`src/rtl/vmem_seq_ctrl_pkg.sv`:
```
// Shared types and constants for the vector memory sequencer.
// Holds the FSM encoding and the packing rule for elements in a vector word.
package vmem_seq_ctrl_pkg;

  typedef enum logic [1:0] {
    StIdle   = 2'd0,
    StAccess = 2'd1,
    StDone   = 2'd2
  } state_e;

  localparam int unsigned ElemW = 32;

  // Element i of a packed vector occupies bits [i*elem_w +: elem_w].
  function automatic int unsigned elem_lsb(int unsigned idx, int unsigned elem_w);
    return idx * elem_w;
  endfunction

endpackage

```
`src/rtl/vmem_addr_gen.sv`:
```
// Element address/index generator: loads base and stride, then steps the
// address by the stride once per completed element.
module vmem_addr_gen #(
  parameter int unsigned NUM_ELEM = 4,
  parameter int unsigned IDX_W    = 2
) (
  input  logic             clk_i,
  input  logic             rst_i,
  input  logic             load_i,
  input  logic             step_i,
  input  logic [31:0]      base_i,
  input  logic [31:0]      stride_i,
  output logic [31:0]      addr_o,
  output logic [IDX_W-1:0] idx_o,
  output logic             last_o
);

  logic [31:0]      addr_q;
  logic [31:0]      stride_q;
  logic [IDX_W-1:0] idx_q;

  always_ff @(posedge clk_i or posedge rst_i) begin
    if (rst_i) begin
      addr_q   <= '0;
      stride_q <= '0;
      idx_q    <= '0;
    end else if (load_i) begin
      addr_q   <= base_i;
      stride_q <= stride_i;
      idx_q    <= '0;
    end else if (step_i) begin
      addr_q   <= addr_q + stride_q;
      idx_q    <= idx_q + 1'b1;
    end
  end

  assign addr_o = addr_q;
  assign idx_o  = idx_q;
  assign last_o = (idx_q == IDX_W'(NUM_ELEM - 1));

endmodule

```
`src/rtl/vmem_seq_ctrl.sv`:
```
// Splits one vector load/store from EX/MEM into NUM_ELEM scalar memory accesses,
// stalling upstream and gathering load elements into one write-back vector.
module vmem_seq_ctrl
  import vmem_seq_ctrl_pkg::*;
#(
  parameter int unsigned NUM_ELEM = 4,
  parameter int unsigned ELEM_W   = ElemW,
  parameter int unsigned IDX_W    = 2
) (
  input  logic                       clk_i,
  input  logic                       rst_i,
  input  logic                       vmem_valid_i,
  input  logic                       vmem_write_i,
  input  logic [31:0]                base_addr_i,
  input  logic [31:0]                stride_i,
  input  logic [4:0]                 vd_addr_i,
  input  logic [NUM_ELEM*ELEM_W-1:0] vstore_data_i,
  output logic                       stall_o,
  output logic                       mem_req_o,
  output logic                       mem_we_o,
  output logic [31:0]                mem_addr_o,
  output logic [ELEM_W-1:0]          mem_wdata_o,
  input  logic [ELEM_W-1:0]          mem_rdata_i,
  input  logic                       mem_ready_i,
  output logic                       vwb_valid_o,
  output logic [4:0]                 vwb_addr_o,
  output logic [NUM_ELEM*ELEM_W-1:0] vwb_data_o,
  output logic                       done_o
);

  state_e state_q, state_d;

  logic                       write_q;
  logic [4:0]                 vd_q;
  logic [NUM_ELEM*ELEM_W-1:0] store_q;
  logic [NUM_ELEM*ELEM_W-1:0] gather_q;

  logic             accept;
  logic             elem_done;
  logic [31:0]      addr;
  logic [IDX_W-1:0] idx;
  logic             last;

  assign accept    = (state_q == StIdle) && vmem_valid_i;
  assign elem_done = (state_q == StAccess) && mem_ready_i;

  vmem_addr_gen #(
    .NUM_ELEM (NUM_ELEM),
    .IDX_W    (IDX_W)
  ) u_addr_gen (
    .clk_i    (clk_i),
    .rst_i    (rst_i),
    .load_i   (accept),
    .step_i   (elem_done && !last),
    .base_i   (base_addr_i),
    .stride_i (stride_i),
    .addr_o   (addr),
    .idx_o    (idx),
    .last_o   (last)
  );

  always_ff @(posedge clk_i or posedge rst_i) begin
    if (rst_i) begin
      state_q <= StIdle;
    end else begin
      state_q <= state_d;
    end
  end

  always_comb begin
    state_d = state_q;
    unique case (state_q)
      StIdle:   if (vmem_valid_i) state_d = StAccess;
      StAccess: if (mem_ready_i && last) state_d = StDone;
      StDone:   state_d = StIdle;
      default:  state_d = StIdle;
    endcase
  end

  always_comb begin
    stall_o     = 1'b0;
    mem_req_o   = 1'b0;
    mem_we_o    = 1'b0;
    mem_addr_o  = '0;
    mem_wdata_o = '0;
    vwb_valid_o = 1'b0;
    done_o      = 1'b0;
    unique case (state_q)
      StIdle: stall_o = vmem_valid_i;
      StAccess: begin
        stall_o     = 1'b1;
        mem_req_o   = 1'b1;
        mem_we_o    = write_q;
        mem_addr_o  = addr;
        mem_wdata_o = store_q[elem_lsb(32'(idx), ELEM_W) +: ELEM_W];
      end
      StDone: begin
        done_o      = 1'b1;
        vwb_valid_o = !write_q;
      end
      default: ;
    endcase
  end

  // Operands are captured only at accept, so EX/MEM may change freely afterwards.
  always_ff @(posedge clk_i or posedge rst_i) begin
    if (rst_i) begin
      write_q  <= 1'b0;
      vd_q     <= '0;
      store_q  <= '0;
      gather_q <= '0;
    end else begin
      if (accept) begin
        write_q <= vmem_write_i;
        vd_q    <= vd_addr_i;
        store_q <= vstore_data_i;
      end
      if (elem_done && !write_q) begin
        gather_q[elem_lsb(32'(idx), ELEM_W) +: ELEM_W] <= mem_rdata_i;
      end
    end
  end

  assign vwb_addr_o = vd_q;
  assign vwb_data_o = gather_q;

endmodule

```
`config.mk`:
```
export PLATFORM = sky130hd
export DESIGN_NAME = vmem_seq_ctrl
export DESIGN_NICKNAME = d
export VERILOG_FILES = /design/src/rtl/vmem_seq_ctrl_pkg.sv /design/src/rtl/vmem_addr_gen.sv /design/src/rtl/vmem_seq_ctrl.sv
export SDC_FILE = /design/constraint.sdc
export NUM_CORES = 1
export LEC_CHECK = 0
export ABC_CLOCK_PERIOD_IN_PS = 38900
export CAP_MARGIN = 0
export CORE_ASPECT_RATIO = 1.25
export CORE_UTILIZATION = 45
export CTS_CLUSTER_DIAMETER = 40
export DETAILED_ROUTE_END_ITERATION = 12
export GPL_ROUTABILITY_DRIVEN = 0
export PLACE_DENSITY_LB_ADDON = 0.2
export SYNTH_ARGS = -nofsm -noshare
export SYNTH_HDL_FRONTEND = slang
export SYNTH_SLANG_ARGS = --single-unit
```
`constraint.sdc`:
```
create_clock -name clk_i -period 38.9 [get_ports clk_i]
set_input_delay 11.67 -clock clk_i [delete_from_list [all_inputs] [get_ports clk_i]]
set_output_delay 11.67 -clock clk_i [all_outputs]
set_load 0.05 [all_outputs]
```
### After elaboration in Yosys (flattened, before gate mapping)

Cells that the tools add are included.

* flip-flop bits (word level): 330
* word-level logic and storage cells: 44

* add/subtract/negate cells: 3
* eq/ne operators: 5
* shift operators: 3
* multiplexer cells: 15
* reductions and logical operators: 10

Operators with widths (count)
* $bwmux 128: 1
* $mux 32: 4
* $shift 32x34->128 const A: 1
* $shiftx 128x8->32: 1
* $shiftx 32x34->128: 1
* $neg 7->34: 1
* $add 32x32->32: 1
* $mux 2: 4
* $logic_and 1x1->1: 5
* $eq 2x2->1 const B: 2
* $mux 1: 4
* $pmux 2 s2: 1
* $add 2x1->2 const B: 1
* $eq 2x1->1 const B: 1
* $logic_not 1->1: 2
* $logic_not 2->1: 1
* $ne 2x1->1 const B: 1
* $ne 2x2->1 const B: 1
* $pmux 1 s2: 1
* $reduce_and 2->1: 1
* $reduce_bool 2->1: 1

### Logic depth before layout (Yosys ltp)

* depth after elaboration: 5
* depth in mapped cells: 10
* depth with buffers taken out: 10

### Cells and area by module

Synthesis repeated with hierarchy kept, for this count alone.

* cells, all modules: 1435
* area total of the unflattened synthesis: 16613.4 um^2

Modules (own cells, without submodules)
* vmem_seq_ctrl: times used 1, cells each 991, area an instance 12233.0 um^2, sequential area each 6606.3 um^2
* vmem_addr_gen: times used 1, cells each 444, area an instance 4380.5 um^2, sequential area each 1651.6 um^2

### Worst setup path before layout

No wires, ideal clock.

* path kind: input to output
* from: input port vmem_valid_i
* to: output port stall_o
* data arrival time: 12.352 ns
* setup slack: 14.878 ns
* stages on the path: 2
* buffers on the path: 0
* cell sequence: nor2_1 -> nor2_1

* cells in the longest elaborated chain, start to end: 1

RTL lines
* start: declaration: line vmem_seq_ctrl.sv:12 `input logic vmem_valid_i,`
* $pmux 1 s2: line vmem_seq_ctrl.sv:88 `unique case (state_q)`
* end: declaration: line vmem_seq_ctrl.sv:18 `output logic stall_o,`

Every way passes these cells.

### Worst setup path in the final report

Same ends and word-level chain as after synthesis.

==> summary.md <==
| Metric | Value |
|---|---|
| Die ar. | `35600 µm²` |
| Synthesized instance count | `1769` |
| Nets@finish | `2428` |
| CTS Root Cell | `clkbuf_16` |
| Sequential fraction of the synthesis area | `52.7%` |
| Clock transition at path regs | `0.06 ns` |
| Ports | `436` |
| P per Cell Area | `105 nW/µm²` |
| Final Max Slew Viols | `0` |
| Final Hold Viols | `0` |
| Worst rel slew slack | `25.3%` |
| Status | `complete, no violations` |
| # Max-Cap Violations | `0` |
| Post-CTS setup buffer count | `0` |
| Mean post-synth cell area | `8.86 µm²` |
| Syn Std Cell Area | `15700 µm²` |
| Critical path arrival | `13.21 ns` |
| Commonest non-fill, non-tap cells in the layout | `798 x nand2_1, 435 x clkdlybuf4s50_1, 328 x dfrtp_1` |
| Drt total wl | `46100 µm` |
| Clk buf depth | `3` |
| Leakage Power | `0.00992 µW` |
| Hold Buf Count CTS | `0` |
| I/O Buffers | `435` |
| Most common cell after layout, fill and taps aside | `nand2_1` |
| EDFF count, synth | `0` |
| RSZ-0062 raised after global routing | `false` |
| Slew @ Worst Pin | `1.12 ns` |
| Final setup viols | `0` |
| Pre-CTS setup slack | `14.01 ns` |
| H-tree Lvls | `2` |
| DR vias/cell | `5.18` |
| Most common flop cell mapped by yosys | `dfrtp_1` |
| CTS Sinks | `330` |
| Global route overflow | `0` |
| CP Capture Type | `output port` |
| CTS Buf Count | `43` |
| Antenna violations before repair | `0` |
| Antenna diode count | `0` |
| Synth Warn # | `0` |
| Fraction of registers with async set/reset | `100%` |
| DP HPWL | `31400 µm` |
| Gr usage total | `26.2%` |
| FP Rows | `76` |
| Mapped Nets | `2041` |
| CP Class | `primary input to output port` |
| Synth-to-layout area growth | `39.5%` |
| Vias in the first global route | `13600` |
| Starting density of the core | `45.5%` |
| DRC violations left | `0` |
| Vias | `13800` |
| Skew final | `0.0149 ns` |
| Final period util | `64.0%` |
| Clk_lat worst skew | `0.54 ns` |
| Fill cells | `2940` |
| Chip height | `211 µm` |
| Crit start category | `primary input` |
| Initial drt markers | `1021` |
| Max frequency | `40.2 MHz` |
| PnR worst setup slack | `14.02 ns` |
| Tmin final | `24.88 ns` |
| First-pass GRT wire length | `73300 µm` |
| WL per Instance | `17.3 µm` |
| CTS tree | `yes` |
| Die width | `169 µm` |
| Seq cells post-synth | `330` |
| Post-route ant nets | `0` |
| Yosys cell types | `67` |
| DR pass1 iterations | `5` |
| Largest net degree at the start of global routing | `165` |
| Min-delay worst type | `flop to flop` |
| Crit path required time | `27.23 ns` |
| Final setup TNS | `0 ns` |
| Post-CTS sizing | `0` |
| Peak VDD IR | `0.0710 mV` |
| Core Area | `34400 µm²` |
| Share of layout cells above drive strength 1 | `6.85%` |
| Critical-path maximum fanout | `3` |
| Worst hold slack | `0.467 ns` |
## synthesized netlist by cell type, drive strengths merged (4+ instances only)
cell type,count,area share (%)
a211oi,4,0.22
a21o,13,0.63
a21oi,51,1.7
a31oi,9,0.46
and2,67,2.7
and3,8,0.36
buf,21,0.60
clkbuf,84,2.1
dfrtp,330,53
ha,37,3.0
inv,10,0.24
mux4,32,4.6
nand2,803,19
nand3,10,0.32
nand4,4,0.16
nor2,26,0.62
nor2b,5,0.20
nor3,8,0.26
o211ai,6,0.29
o21a,4,0.19
o21ai,151,4.8
o21bai,5,0.24
o22ai,15,0.60
o31ai,6,0.41
xnor2,13,0.73
xor2,7,0.39
## state kept, by name (all words and copies together) (netlist names)
signal	count
store_q	128
u_addr_gen.stride_q	32
write_q	1
state_q	2
u_addr_gen.addr_o	32
vwb_data_o	128
u_addr_gen.idx_o	2
vwb_addr_o	5
## final cells by class
cell class                      count  area [µm²]  area share, %
Clock buffer                       54        1200           5.49
Clock inverter                     24         315           1.44
Inverter                           10        45.0          0.206
Multi-Input combinational cell   1323        7000           32.0
Sequential cell                   330        8260           37.8
Tap cell                          468         586           2.68
Timing Repair Buffer              448        4460           20.4
## through the flow
step | power, µW | instances | cell area, µm² | utilization [%]
after floorplan | 1490 | 1769 | 15700 | -
after global placement | 1870 | 2579 | 20400 | 59.1
after detailed placement | 1890 | 2579 | 20400 | 59.1
after CTS | 2320 | 2657 | 21900 | 63.5
after global routing | 2450 | 2657 | 21900 | 63.5
final | 2310 | 2657 | 21900 | 63.5
## layer usage
| layer | share of wire, % | vias up | track usage [%] |
|---|---|---|---|
| met5 | 0 | - | 0 |
| met3 | 8.7 | 89 | 7.21 |
| met4 | 3.1 | 0 | 9.18 |
| li1 | - | 6585 | - |
| met1 | 40 | 6589 | 32.4 |
| met2 | 48 | 508 | 43.9 |
## worst paths after layout
path / from / end / slack [ns] / depth (start not counted)
max: vmem_valid_i / stall_o / 14.02 / 4
min: store_q[77]$_DFFE_PP0P_ / store_q[77]$_DFFE_PP0P_ / 0.47 / 2
max reg2reg: state_q[0]$_DFFE_PP0P_ / u_addr_gen.addr_o[9]$_DFFE_PP0P_ / 35.58 / 7
min reg2reg: store_q[77]$_DFFE_PP0P_ / store_q[77]$_DFFE_PP0P_ / 0.47 / 2
max in group asynchronous: rst_i / store_q[112]$_DFFE_PP0P_ / 25.87 / 3
min in group asynchronous: rst_i / vwb_data_o[104]$_DFFE_PP0P_ / 11.61 / 2
## report_power, final
part | switching [µW] | internal (µW) | leakage (µW) | total [µW]
combinational | 824 | 466 | 0.00493 | 1290
clock | 160 | 256 | 0.000744 | 416
sequential | 99.7 | 500 | 0.00425 | 600
## worst max-delay path: stages
cell	delay (ns)
clkdlybuf4s50_1	0.54
nor2_1	0.07
nor2_1	0.10
clkdlybuf4s50_1	0.82
## cell families after synthesis
group | Yosys count | share of synthesized area [%]
xor gates and xnor gates | 20 | 1.12
DFF | 330 | 52.7
muxes | 34 | 4.73
AOI/OAI and AO/OA | 284 | 10.9
adders and majority gates | 38 | 3.08
buffers and inverters | 116 | 2.99
and+or+nand+nor | 947 | 24.5
Note: power is estimated with default switching activity, not from simulation.
